===== config.mk =====
export PLATFORM = sky130hd
export DESIGN_NAME = mem_copy_engine_flat
export DESIGN_NICKNAME = d
export VERILOG_FILES = /design/src/rtl/mem_copy_engine_pkg.sv /design/src/rtl/mem_copy_engine_if.sv /design/src/rtl/mem_copy_engine_range_check.sv /design/src/rtl/mem_copy_engine.sv /design/src/flat_wrapper.sv
export SDC_FILE = /design/constraint.sdc
export NUM_CORES = 1
export LEC_CHECK = 0
export BUFFER_PORTS_ARGS = -buffer_cell sky130_fd_sc_hd__buf_4
export CAP_MARGIN = 20
export CORE_MARGIN = 5
export CORE_UTILIZATION = 30
export DETAILED_ROUTE_END_ITERATION = 10
export GPL_TIMING_DRIVEN = 0
export PLACE_DENSITY_LB_ADDON = 0.05
export SYNTH_ARGS = -nofsm -noshare
export SYNTH_HDL_FRONTEND = slang
export SYNTH_SLANG_ARGS = --single-unit

===== constraint.sdc =====
create_clock -name clk -period 10.62 [get_ports clk]
set_clock_uncertainty 0.15 [all_clocks]
set_input_delay 1.062 -clock clk [delete_from_list [all_inputs] [get_ports clk]]
set_output_delay 1.062 -clock clk [all_outputs]
set_load 0.005 [all_outputs]

===== src/rtl/mem_copy_engine_pkg.sv =====
// Shared types and constants for the block copy / fill engine.
// State encoding, default memory depth and mode codes.
package mem_copy_pkg;

    typedef enum logic [1:0] {
        ST_IDLE,
        ST_READ,
        ST_WRITE,
        ST_DONE
    } state_t;

    localparam int   DEPTH_DEFAULT = 1024;
    localparam logic MODE_COPY     = 1'b0;
    localparam logic MODE_FILL     = 1'b1;

endpackage


===== src/rtl/mem_copy_engine_if.sv =====
// Request/status handshake plus data-memory port of the copy engine.
// The engine is the master of the memory port; the slave side is core + memory.
interface mem_copy_if #(
    parameter int LEN_W = 11
);
    logic             start;
    logic             mode;
    logic [31:0]      src;
    logic [31:0]      dst;
    logic [LEN_W-1:0] len;
    logic [31:0]      pattern;
    logic             busy;
    logic             done;
    logic             error;
    logic             mem_read;
    logic             mem_write;
    logic [31:0]      address;
    logic [31:0]      write_data;
    logic [31:0]      read_data;

    modport master (
        input  start, mode, src, dst, len, pattern, read_data,
        output busy, done, error, mem_read, mem_write, address, write_data
    );

    modport slave (
        output start, mode, src, dst, len, pattern, read_data,
        input  busy, done, error, mem_read, mem_write, address, write_data
    );
endinterface


===== src/rtl/mem_copy_engine_range_check.sv =====
// Combinational request qualification: out-of-range detection and
// copy direction (descending when the destination overlaps above the source).
module range_check
    import mem_copy_pkg::*;
#(
    parameter int DEPTH = DEPTH_DEFAULT,
    parameter int LEN_W = 11
) (
    input  logic             mode,
    input  logic [31:0]      src,
    input  logic [31:0]      dst,
    input  logic [LEN_W-1:0] len,
    output logic             range_err,
    output logic             descending
);
    logic [32:0] src_end;
    logic [32:0] dst_end;

    // 33-bit sums so a source/destination near 2^32 cannot wrap into range
    assign src_end = {1'b0, src} + 33'(len);
    assign dst_end = {1'b0, dst} + 33'(len);

    assign range_err  = (dst_end > 33'(DEPTH)) ||
                        ((mode == MODE_COPY) && (src_end > 33'(DEPTH)));
    assign descending = (mode == MODE_COPY) && (dst > src) && ({1'b0, dst} < src_end);
endmodule


===== src/rtl/mem_copy_engine.sv =====
// Block copy / fill engine driving the data-memory port while busy.
// Copy alternates READ/WRITE per word; fill streams WRITE cycles only.
module mem_copy_engine
    import mem_copy_pkg::*;
#(
    parameter int DEPTH = DEPTH_DEFAULT,
    parameter int LEN_W = 11
) (
    input  logic     clk,
    input  logic     rst,
    mem_copy_if.master bus
);
    state_t           state_reg,     state_next;
    logic             mode_reg,      mode_next;
    logic             desc_reg,      desc_next;
    logic             error_reg,     error_next;
    logic [31:0]      src_cur_reg,   src_cur_next;
    logic [31:0]      dst_cur_reg,   dst_cur_next;
    logic [LEN_W-1:0] remaining_reg, remaining_next;
    logic [31:0]      pattern_reg,   pattern_next;
    logic [31:0]      buffer_reg,    buffer_next;

    logic        range_err;
    logic        descending;
    logic        busy, done, mem_read, mem_write;
    logic [31:0] address, write_data;

    range_check #(.DEPTH(DEPTH), .LEN_W(LEN_W)) u_range_check (
        .mode       (bus.mode),
        .src        (bus.src),
        .dst        (bus.dst),
        .len        (bus.len),
        .range_err  (range_err),
        .descending (descending)
    );

    always_ff @(posedge clk or negedge rst) begin
        if (!rst) begin
            state_reg     <= ST_IDLE;
            mode_reg      <= MODE_COPY;
            desc_reg      <= 1'b0;
            error_reg     <= 1'b0;
            src_cur_reg   <= '0;
            dst_cur_reg   <= '0;
            remaining_reg <= '0;
            pattern_reg   <= '0;
            buffer_reg    <= '0;
        end else begin
            state_reg     <= state_next;
            mode_reg      <= mode_next;
            desc_reg      <= desc_next;
            error_reg     <= error_next;
            src_cur_reg   <= src_cur_next;
            dst_cur_reg   <= dst_cur_next;
            remaining_reg <= remaining_next;
            pattern_reg   <= pattern_next;
            buffer_reg    <= buffer_next;
        end
    end

    always_comb begin
        state_next     = state_reg;
        mode_next      = mode_reg;
        desc_next      = desc_reg;
        error_next     = error_reg;
        src_cur_next   = src_cur_reg;
        dst_cur_next   = dst_cur_reg;
        remaining_next = remaining_reg;
        pattern_next   = pattern_reg;
        buffer_next    = buffer_reg;
        busy           = 1'b0;
        done           = 1'b0;
        mem_read       = 1'b0;
        mem_write      = 1'b0;
        address        = '0;
        write_data     = '0;

        case (state_reg)
            ST_IDLE: begin
                if (bus.start) begin
                    mode_next      = bus.mode;
                    pattern_next   = bus.pattern;
                    desc_next      = descending;
                    remaining_next = bus.len;
                    error_next     = range_err;
                    // Descending cursors start at the last word of each block
                    src_cur_next   = descending ? bus.src + 32'(bus.len) - 32'd1 : bus.src;
                    dst_cur_next   = descending ? bus.dst + 32'(bus.len) - 32'd1 : bus.dst;
                    if (range_err || (bus.len == '0))
                        state_next = ST_DONE;
                    else if (bus.mode == MODE_FILL)
                        state_next = ST_WRITE;
                    else
                        state_next = ST_READ;
                end
            end
            ST_READ: begin
                busy        = 1'b1;
                mem_read    = 1'b1;
                address     = src_cur_reg;
                buffer_next = bus.read_data;
                state_next  = ST_WRITE;
            end
            ST_WRITE: begin
                busy           = 1'b1;
                mem_write      = 1'b1;
                address        = dst_cur_reg;
                write_data     = (mode_reg == MODE_FILL) ? pattern_reg : buffer_reg;
                remaining_next = remaining_reg - 1'b1;
                src_cur_next   = desc_reg ? src_cur_reg - 32'd1 : src_cur_reg + 32'd1;
                dst_cur_next   = desc_reg ? dst_cur_reg - 32'd1 : dst_cur_reg + 32'd1;
                if (remaining_reg == LEN_W'(1))
                    state_next = ST_DONE;
                else if (mode_reg == MODE_FILL)
                    state_next = ST_WRITE;
                else
                    state_next = ST_READ;
            end
            ST_DONE: begin
                done       = 1'b1;
                state_next = ST_IDLE;
            end
            default: state_next = ST_IDLE;
        endcase
    end

    assign bus.busy       = busy;
    assign bus.done       = done;
    assign bus.error      = error_reg;
    assign bus.mem_read   = mem_read;
    assign bus.mem_write  = mem_write;
    assign bus.address    = address;
    assign bus.write_data = write_data;
endmodule


===== src/flat_wrapper.sv =====
// flat-port wrapper written by rule: the top's interface ports become plain ports
module mem_copy_engine_flat import mem_copy_pkg::*;
#(
    parameter int DEPTH = DEPTH_DEFAULT,
    parameter int LEN_W = 11
)
  (clk, rst, bus_start, bus_mode, bus_src, bus_dst, bus_len, bus_pattern, bus_read_data, bus_busy, bus_done, bus_error, bus_mem_read, bus_mem_write, bus_address, bus_write_data);
  mem_copy_if #(.LEN_W(LEN_W)) bus_i ();
  input  logic clk;
  input  logic rst;
  input wire logic [$bits(bus_i.start)-1:0] bus_start;
  input wire logic [$bits(bus_i.mode)-1:0] bus_mode;
  input wire logic [$bits(bus_i.src)-1:0] bus_src;
  input wire logic [$bits(bus_i.dst)-1:0] bus_dst;
  input wire logic [$bits(bus_i.len)-1:0] bus_len;
  input wire logic [$bits(bus_i.pattern)-1:0] bus_pattern;
  input wire logic [$bits(bus_i.read_data)-1:0] bus_read_data;
  output wire logic [$bits(bus_i.busy)-1:0] bus_busy;
  output wire logic [$bits(bus_i.done)-1:0] bus_done;
  output wire logic [$bits(bus_i.error)-1:0] bus_error;
  output wire logic [$bits(bus_i.mem_read)-1:0] bus_mem_read;
  output wire logic [$bits(bus_i.mem_write)-1:0] bus_mem_write;
  output wire logic [$bits(bus_i.address)-1:0] bus_address;
  output wire logic [$bits(bus_i.write_data)-1:0] bus_write_data;
  assign bus_i.start = bus_start;
  assign bus_i.mode = bus_mode;
  assign bus_i.src = bus_src;
  assign bus_i.dst = bus_dst;
  assign bus_i.len = bus_len;
  assign bus_i.pattern = bus_pattern;
  assign bus_i.read_data = bus_read_data;
  assign bus_busy = bus_i.busy;
  assign bus_done = bus_i.done;
  assign bus_error = bus_i.error;
  assign bus_mem_read = bus_i.mem_read;
  assign bus_mem_write = bus_i.mem_write;
  assign bus_address = bus_i.address;
  assign bus_write_data = bus_i.write_data;
  mem_copy_engine #(.DEPTH(DEPTH), .LEN_W(LEN_W)) u_core (.clk(clk), .rst(rst), .bus(bus_i));
endmodule

==> results of run 1 <==
-- through the flow --
stage	util, %	total power [mW]
after detailed placement	34.79	4.776
after CTS	35.83	5.455
final	35.83	5.426
after global routing	35.83	5.881
after floorplan	-	3.479
after global placement	34.66	4.732
-- area by class of cell --
cell class / instances / area share, %
multi-input cells: 1848 / 63.66
clock inverters: 15 / 0.8976
well taps: 773 / 4.565
diodes: 1 / 0.01181
inverters: 154 / 2.728
plain buffers: 69 / 1.305
flip-flops and latches: 144 / 17.01
clock buffers: 17 / 2.008
repair buffers: 214 / 7.807
-- synthesized netlist by cell type, drive strengths merged (6+ instances only) --
cell type / number
a2111oi: 7
a211o: 9
a211oi: 43
a21boi: 9
a21o: 76
a21oi: 182
a22oi: 33
a31oi: 19
and2: 16
and3: 24
buf: 20
clkbuf: 49
dfrtp: 144
fa: 6
ha: 273
inv: 154
mux2: 66
mux2i: 69
nand2: 146
nand2b: 21
nand3: 48
nand4: 26
nor2: 208
nor2b: 49
nor3: 43
nor4: 19
o2111ai: 8
o211ai: 32
o21a: 20
o21ai: 135
o21bai: 16
o22ai: 9
o31ai: 12
or3: 10
xnor2: 102
xor2: 32
-- report_power, final --
group / switching (mW) / total, mW / internal, mW
Sequential: 0.241 / 1.07 / 0.832
Clock: 0.291 / 0.650 / 0.359
Combinational: 2.17 / 3.70 / 1.53
-- layer usage --
layer,share of wire (%),global-route usage [%]
met5,0.016,0
met1,48,30.07
met2,45,34.06
met3,3.7,2.825
met4,2.7,6.516
-- worst max-delay path: cells and delay by family --
family | cells | cell delay (ns)
compound gates | 15 | 4.68
simple gates | 2 | 0.22
fa+ha+maj | 2 | 0.63
buf+inv | 4 | 1.12
xor+xnor | 1 | 0.23
-- worst max path at each step --
stage	endpoint	slack, ns	cells past startpoint
final	u_core.src_cur_reg[8]$_DFFE_PN0P_	2.85	24
after global placement	u_core.src_cur_reg[8]$_DFFE_PN0P_	2.25	24
after global routing	u_core.src_cur_reg[8]$_DFFE_PN0P_	2.32	24
after detailed placement	u_core.src_cur_reg[6]$_DFFE_PN0P_	2.22	24
after CTS	u_core.src_cur_reg[6]$_DFFE_PN0P_	2.71	24
after floorplan	u_core.dst_cur_reg[17]$_DFFE_PN0P_	4.70	22
-- logic make-up after synthesis --
group / after synthesis / share of synthesized area [%]
compound gates: 674 / 24.53
simple gates: 626 / 16.38
fa+ha+maj: 279 / 19.71
buf+inv: 223 / 4.763
flops: 144 / 20.09
mux: 135 / 7.992
xor+xnor: 134 / 6.542
==> metrics.yaml, run 1 <==
status: "finished clean"
grtUsageTotal_pct: 21.30
synth_top_area_share_pct: 20.09
die_area_um2: 64790
cpPeakStageDelay_ns: 0.83
clock_latency_ns: 0.48
drc_errors: 0
min_to: "u_core.pattern_reg[17]$_DFFE_PN0P_"
syn_to_final_growth_pct: 18.10
grt_pass1_vias: 17420
design_area_um2: 21190
finalSetupViolCount: 0
drtAntennaViolNets: 0
cts_setup_buffers: 0
rr_startpoint: "u_core.desc_reg$_DFFE_PN0P_"
worstReg2RegEnd: "u_core.src_cur_reg[30]$_DFFE_PN0P_"
reg2reg_slack_ns: 5.47
slew_headroom_pct: 28.32
required_ns: 10.80
worstPathCellList: "buf_4 > inv_1 > ha_1 > a21o_1 > a21oi_1 > o21ai_0 > a21o_1 > o41a_1 > a21oi_1 > nor3_1 > xnor2_1 > ha_1 > a21oi_1 > nor2b_1 > a2111oi_0 > o311ai_1 > a21oi_1 > a21oi_1 > a2111oi_4 > buf_2 > buf_2 > o211ai_1 > o21ai_0 > a21oi_1"
synth_area_um2: 17940
period_share_pct: 73.16
startpoint_type: "primary input"
fin_ws_ns: 2.850
end_kind: "flip-flop"
ys_types: 74
setup_tns_ns: 0
routed_wl_um: 70760
multi_input_area_um2: 13490
cp-startpoint: "bus_len[1]"
pre_cts_ws_ns: 2.218
initial_core_util_pct: 30.34
cts_made_buffers: 17
ys_seq_elements: 144
cp_common_cell: "a21oi_1"
hp-start: "u_core.pattern_reg[17]$_DFFE_PN0P_"
clkSinkCount: 144
synthCells: 2215
synth_edf_count: 0
dp_cells: 3202
coreArea_um2: 59130
synth_top_area_cell: "dfrtp_1"
num_io_pins: 212
grt_remaining_overflow: 0
n_fill_cell: 6271
post_dp_cell_area_um2: 20570
dr.pass1.iters: 5
maxCapViolCount: 0
cts.clk_slew.worst_paths_ns: 0.07
fin_cells: 3235
cp_max_fo: 10
rows: 89
synthTopCellsByArea: "dfrtp_1 (20%), ha_1 (19%), a21oi_1 (5.0%)"
hold_viol: 0
place_congestion: 0.8977
cp_slowest_cell: "a2111oi_0"
most-common-layout-cells: "ha_1 (273), buf_4 (212), nor2_1 (208), a21oi_1 (181), inv_1 (153)"
cts_tree: "built"
cts_root_buf: "clkbuf_16"
ys_warn_count: 0
vias: 17310
postSynth.asyncResetShare_pct: 100.0
regArea_um2: 3605
cts_buffer_depth: 2
hold_path_class: "reg -> reg"
wl_per_cell_um: 21.87
grt_start_max_net_pins: 81
synth.avg_cell_area_um2: 8.100
antenna_found_initial: 2
fin_crit_ns: 7.770
drtIter0Drc: 836
via_per_inst: 5.352
holdBufCountCts: 0
power_density_nw_per_um2: 256.1
worst_slew_pin_slew_ns: 1.075
synth_seq_area_share_pct: 20.09
drv_slew: 0
peakVddDrop_mv: 0.1076
whs_path_depth: 1
die_w_um: 254.5
dp_hpwl_um: 57850
io_buffers: 211
htree_levels: 4
fmax_mhz: 128.7
drive_gt1_share_pct: 13.82
whs_ns: 0.3567
final_common_cell: "ha_1"
p_leak_nw: 9.853
finalNetCount: 2870
cts_resized: 0
grt_pass1_wl_um: 105300
syn-num-nets: 2637
rsz0062_at_grt: "no"
critical_path_class: "in -> reg"
ys.flop_type: "dfrtp_1"
cp_data_arrival_time_ns: 7.95
fp.dieH_um: 254.5
r2r_cells: 14
Note: power is estimated with default switching activity, not from simulation.
==> run 2: changes to the inputs <==
==> constraint.sdc (replaced) <==
create_clock -name clk -period 7.7 [get_ports clk]
set_clock_uncertainty 0.15 [all_clocks]
set_input_delay 0.77 -clock clk [delete_from_list [all_inputs] [get_ports clk]]
set_output_delay 0.77 -clock clk [all_outputs]
set_load 0.005 [all_outputs]
==> run 2 against run 1 <==
  * Sequential share of layout area about the same
  * First-iteration DRC count up 0.96%
  * Critical path type unchanged
  * Setup slack worse by 2.2 ns
  * Global-route usage unchanged
  * Largest power group unchanged
  * Total power up 38%
  * Non-clock buffer count unchanged
  * Worst hold slack worse by 0.27 ns
  * Cell area about the same
  * Clock power up 38%
  * Die area unchanged
==> metrics.yaml, run 2 (synthesized netlist as in run 1, its figures left out) <==
grtUsageTotal_pct: 21.30
dr.pass1.iters: 5
hold_viol: 0
cp_max_fo: 10
htree_levels: 4
fin_cells: 3235
drv_slew: 0
drive_gt1_share_pct: 13.86
grt_pass1_vias: 17420
maxCapViolCount: 0
fin_crit_ns: 7.039
grt_start_max_net_pins: 81
startpoint_type: "primary input"
slew_headroom_pct: 26.42
cts.clk_slew.worst_paths_ns: 0.07
initial_core_util_pct: 30.34
power_density_nw_per_um2: 353.4
cts_made_buffers: 17
multi_input_area_um2: 13490
reg2reg_slack_ns: 2.57
antenna_found_initial: 2
finalNetCount: 2870
peakVddDrop_mv: 0.1479
vias: 17330
cts_tree: "built"
n_fill_cell: 6276
worst_slew_pin_slew_ns: 1.104
routed_wl_um: 70900
drtIter0Drc: 844
via_per_inst: 5.356
clkSinkCount: 144
cp_data_arrival_time_ns: 7.21
io_buffers: 211
finalSetupViolCount: 0
critical_path_class: "in -> reg"
cp-startpoint: "bus_len[1]"
dp_hpwl_um: 57850
fmax_mhz: 142.1
cts_setup_buffers: 0
rsz0062_at_grt: "no"
dp_cells: 3202
place_congestion: 0.8977
die_area_um2: 64790
grt_remaining_overflow: 0
coreArea_um2: 59130
syn_to_final_growth_pct: 18.13
drc_errors: 0
most-common-layout-cells: "ha_1 (273), buf_4 (212), nor2_1 (208), a21oi_1 (180), inv_1 (153)"
hold_path_class: "in -> async"
rows: 89
cts_root_buf: "clkbuf_16"
regArea_um2: 3605
period_share_pct: 91.42
required_ns: 7.87
whs_ns: 0.08578
cts_buffer_depth: 2
die_w_um: 254.5
end_kind: "flip-flop"
worstReg2RegEnd: "u_core.src_cur_reg[30]$_DFFE_PN0P_"
rr_startpoint: "u_core.desc_reg$_DFFE_PN0P_"
wl_per_cell_um: 21.91
status: "finished clean"
p_leak_nw: 9.853
grt_pass1_wl_um: 105300
holdBufCountCts: 0
clock_latency_ns: 0.48
drtAntennaViolNets: 0
r2r_cells: 14
final_common_cell: "ha_1"
fp.dieH_um: 254.5
num_io_pins: 212
-- run 2: changes by cell type in the layout (fill, tap and decap cells not counted) --
cell / before / now
a2111oi_1: 0 / 1
a2111oi_0: 6 / 5
a21oi_1: 181 / 180
a21oi_2: 1 / 2
-- run 2: worst max-delay path: stages --
cell	delay, ns
buf_4	0.15
inv_1	0.13
ha_1	0.35
a21o_1	0.17
a21oi_1	0.26
o21ai_0	0.14
a21o_1	0.19
o41a_1	0.38
a21oi_2	0.47
nor3_1	0.14
xnor2_1	0.22
ha_1	0.28
a21oi_1	0.15
nor2b_1	0.07
a2111oi_1	0.64
o311ai_1	0.20
a21oi_1	0.20
a21oi_1	0.14
a2111oi_4	0.76
buf_2	0.44
buf_2	0.40
o211ai_1	0.26
o21ai_0	0.19
a21oi_1	0.09
-- run 2: through the flow --
step	power [mW]	utilization, %	setup WS, ns	area [um2]	TNS, ns
after floorplan	4.798	-	2.072	17940	0
after global placement	6.526	34.66	-0.3746	20490	-10.57
after detailed placement	6.588	34.79	-0.4096	20570	-12.00
after CTS	7.524	35.83	0.08311	21190	0
after global routing	8.112	35.84	0.1481	21190	0
final	7.490	35.84	0.6610	21190	0
-- run 2: how the worst max path moves through the flow --
stage / endpoint / slack [ns] / cells after the start
after floorplan: u_core.dst_cur_reg[17]$_DFFE_PN0P_ / 2.07 / 22
after global placement: u_core.src_cur_reg[8]$_DFFE_PN0P_ / -0.37 / 24
after detailed placement: u_core.src_cur_reg[6]$_DFFE_PN0P_ / -0.41 / 24
after CTS: u_core.src_cur_reg[6]$_DFFE_PN0P_ / 0.08 / 24
after global routing: u_core.src_cur_reg[8]$_DFFE_PN0P_ / 0.15 / 24
final: u_core.src_cur_reg[14]$_DFFE_PN0P_ / 0.66 / 24
-- run 2: cell type report --
cell class | count | area share, %
clock buffers | 17 | 2.007
flip-flops and latches | 144 | 17.01
multi-input cells | 1848 | 63.67
well taps | 773 | 4.564
diodes | 1 | 0.01181
repair buffers | 214 | 7.805
plain buffers | 69 | 1.305
clock inverters | 15 | 0.8974
inverters | 154 | 2.728
-- run 2: timing repair --
action / 4_1_cts / 5_1_grt
hold endpoints to repair: 0 / 0
setup endpoints to repair: 0 / 39
resized for setup: 0 / 2
-- run 2: routing by layer --
| layer | vias to the layer above | GRT usage (%) | part of all wire, % |
|---|---|---|---|
| met5 | - | 0 | 0.016 |
| met4 | 2 | 6.516 | 2.7 |
| met3 | 75 | 2.825 | 4.0 |
| met2 | 408 | 34.06 | 45 |
| met1 | 8266 | 30.07 | 48 |
| li1 | 8576 | - | - |
-- run 2: where the power goes --
part           total, mW  switching, mW  leakage (nW)  internal, mW
Sequential          1.48          0.332          1.67          1.15
Combinational       5.11           3.00          7.87          2.12
Clock              0.897          0.403         0.306         0.495
==> run 3: changes to the inputs <==
--- a/config.mk
+++ b/config.mk
@@ -9,6 +9,7 @@
 export CAP_MARGIN = 20
 export CORE_MARGIN = 5
 export CORE_UTILIZATION = 30
+export CTS_BUF_LIST = sky130_fd_sc_hd__clkbuf_2
 export DETAILED_ROUTE_END_ITERATION = 10
 export GPL_TIMING_DRIVEN = 0
 export PLACE_DENSITY_LB_ADDON = 0.05
==> run 3 against run 2 <==
  * Setup slack got worse by 0.11 ns
  * Flip-flop and latch count unchanged
  * Utilization grew 0.76 points
  * Sequential power about the same
  * First-iteration DRC count up 7.0%
  * Sequential share of layout area fell by 0.35 points
  * Critical path type unchanged
  * Critical endpoint unchanged
  * Highest routed layer unchanged
==> metrics.yaml, run 3 (synthesized netlist as in run 1, its figures left out) <==
fin_crit_ns: 7.145
n_fill_cell: 6241
cp_data_arrival_time_ns: 7.81
antenna_found_initial: 4
whs_ns: 0.1434
status: "finished clean"
finalSetupViolCount: 0
startpoint_type: "primary input"
grt_remaining_overflow: 0
cellInternalPower_mw: 3.457
routed_wl_um: 71620
cts_setup_buffers: 0
die_area_um2: 64790
wl_per_cell_um: 21.61
power_frac_comb_pct: 71.9
rr_startpoint: "u_core.desc_reg$_DFFE_PN0P_"
finalNetCount: 2949
power.total_mw: 7.163
cts_made_buffers: 17
cts_tree: "built"
swShare_pct: 51.73
coreArea_um2: 59130
required_ns: 8.37
drc_errors: 0
drive_gt1_share_pct: 13.43
end_kind: "flip-flop"
design_area_um2: 21640
syn_to_final_growth_pct: 20.64
most-common-layout-cells: "ha_1 (273), buf_4 (212), nor2_1 (208), a21oi_1 (180), inv_1 (153)"
fp.dieH_um: 254.5
cts.clk_slew.worst_paths_ns: 0.28
setup_tns_ns: 0
fmax_mhz: 140.0
maxCapViolCount: 0
clkSinkCount: 144
rsz0062_at_grt: "no"
regArea_um2: 3605
hold_viol: 0
dr.pass1.iters: 5
slew_headroom_pct: 26.94
final_util_pct: 36.60
vias: 17640
pwr-share-clk_pct: 7.5
die_w_um: 254.5
period_share_pct: 92.79
cts_buffer_depth: 2
grt_pass1_vias: 17790
htree_levels: 4
peakVddDrop_mv: 0.1126
initial_core_util_pct: 30.34
place_congestion: 0.8977
power_density_nw_per_um2: 330.9
pwr-share-seq_pct: 20.6
post_dp_cell_area_um2: 20570
multi_input_area_um2: 13490
worst_slew_pin_slew_ns: 1.096
hold_path_class: "in -> async"
cts_root_buf: "clkbuf_2"
critical_path_class: "in -> reg"
via_per_inst: 5.321
p_leak_nw: 10.05
final_common_cell: "ha_1"
cp-startpoint: "bus_len[2]"
clock_latency_ns: 0.97
rows: 89
drtAntennaViolNets: 0
drtIter0Drc: 903
cp_max_fo: 10
p_sw_mw: 3.706
io_buffers: 211
drv_slew: 0
grt_start_max_net_pins: 81
grt_pass1_wl_um: 106600
grtUsageTotal_pct: 21.52
reg2reg_slack_ns: 2.54
num_io_pins: 212
dp_hpwl_um: 57850
==> run 3: path summary, 6_finish.rpt <==
kind | endpoint | cells past startpoint
min | u_core.remaining_reg[3]$_DFFE_PN0P_ | 2
max | u_core.src_cur_reg[14]$_DFFE_PN0P_ | 24
max reg2reg | u_core.src_cur_reg[30]$_DFFE_PN0P_ | 14
max in group asynchronous | u_core.pattern_reg[3]$_DFFE_PN0P_ | 3
min reg2reg | u_core.pattern_reg[17]$_DFFE_PN0P_ | 1
min in group clk | u_core.dst_cur_reg[27]$_DFFE_PN0P_ | 5
==> run 3: repair_timing <==
action	4_1_cts	5_1_grt
hold buffers	79	0
endpoints found under the setup margin	0	12
resized for setup	0	1
endpoints found under the hold margin	223	0
==> run 3: worst max-delay path, stage by stage <==
cell	delay, ns
dlygate4sd3_1	0.53
buf_4	0.15
inv_1	0.09
ha_1	0.41
a21oi_1	0.29
o21ai_0	0.14
a21o_1	0.19
o41a_1	0.38
a21oi_2	0.47
nor3_1	0.14
xnor2_1	0.22
ha_1	0.28
a21oi_1	0.15
nor2b_1	0.05
a2111oi_0	0.81
o311ai_1	0.22
a21oi_1	0.21
a21oi_1	0.14
a2111oi_4	0.76
buf_2	0.43
buf_2	0.39
o211ai_1	0.27
o21ai_0	0.19
a21oi_1	0.09
==> run 3: layer usage <==
metal / part of all wire [%] / vias up / wire [um] / GRT usage, %
li1: - / 8725 / - / -
met1: 48 / 8414 / 34510 / 30.33
met2: 45 / 421 / 32370 / 34.60
met3: 3.8 / 78 / 2755 / 2.590
met4: 2.7 / 2 / 1966 / 6.760
met5: 0.028 / - / 20 / 0
==> run 3: cell type report <==
class,count,area share [%]
multi-input cells,1848,62.34
flip-flops and latches,144,16.65
repair buffers,293,11.30
well taps,773,4.468
inverters,154,2.671
plain buffers,69,1.278
clock inverters,15,0.8787
clock buffers,17,0.3931
diodes,2,0.02312
==> run 3: power groups by stage <==
stage / logic, mW / clock network (mW) / registers (mW)
3_3_place_gp: 5.03 / 0 / 1.50
5_1_grt: 5.68 / 0.584 / 1.52
6_report: 5.15 / 0.536 / 1.47
4_1_cts: 5.17 / 0.564 / 1.47
2_1_floorplan: 3.42 / 0 / 1.38
3_5_place_dp: 5.10 / 0 / 1.49
==> run 3: per-stage QoR <==
step / instances / setup WS, ns
after global placement: 3199 / -0.3746
final: 3315 / 0.5551
after global routing: 3315 / 0.1896
after detailed placement: 3202 / -0.4096
after CTS: 3313 / 0.3542
after floorplan: 2215 / 2.072
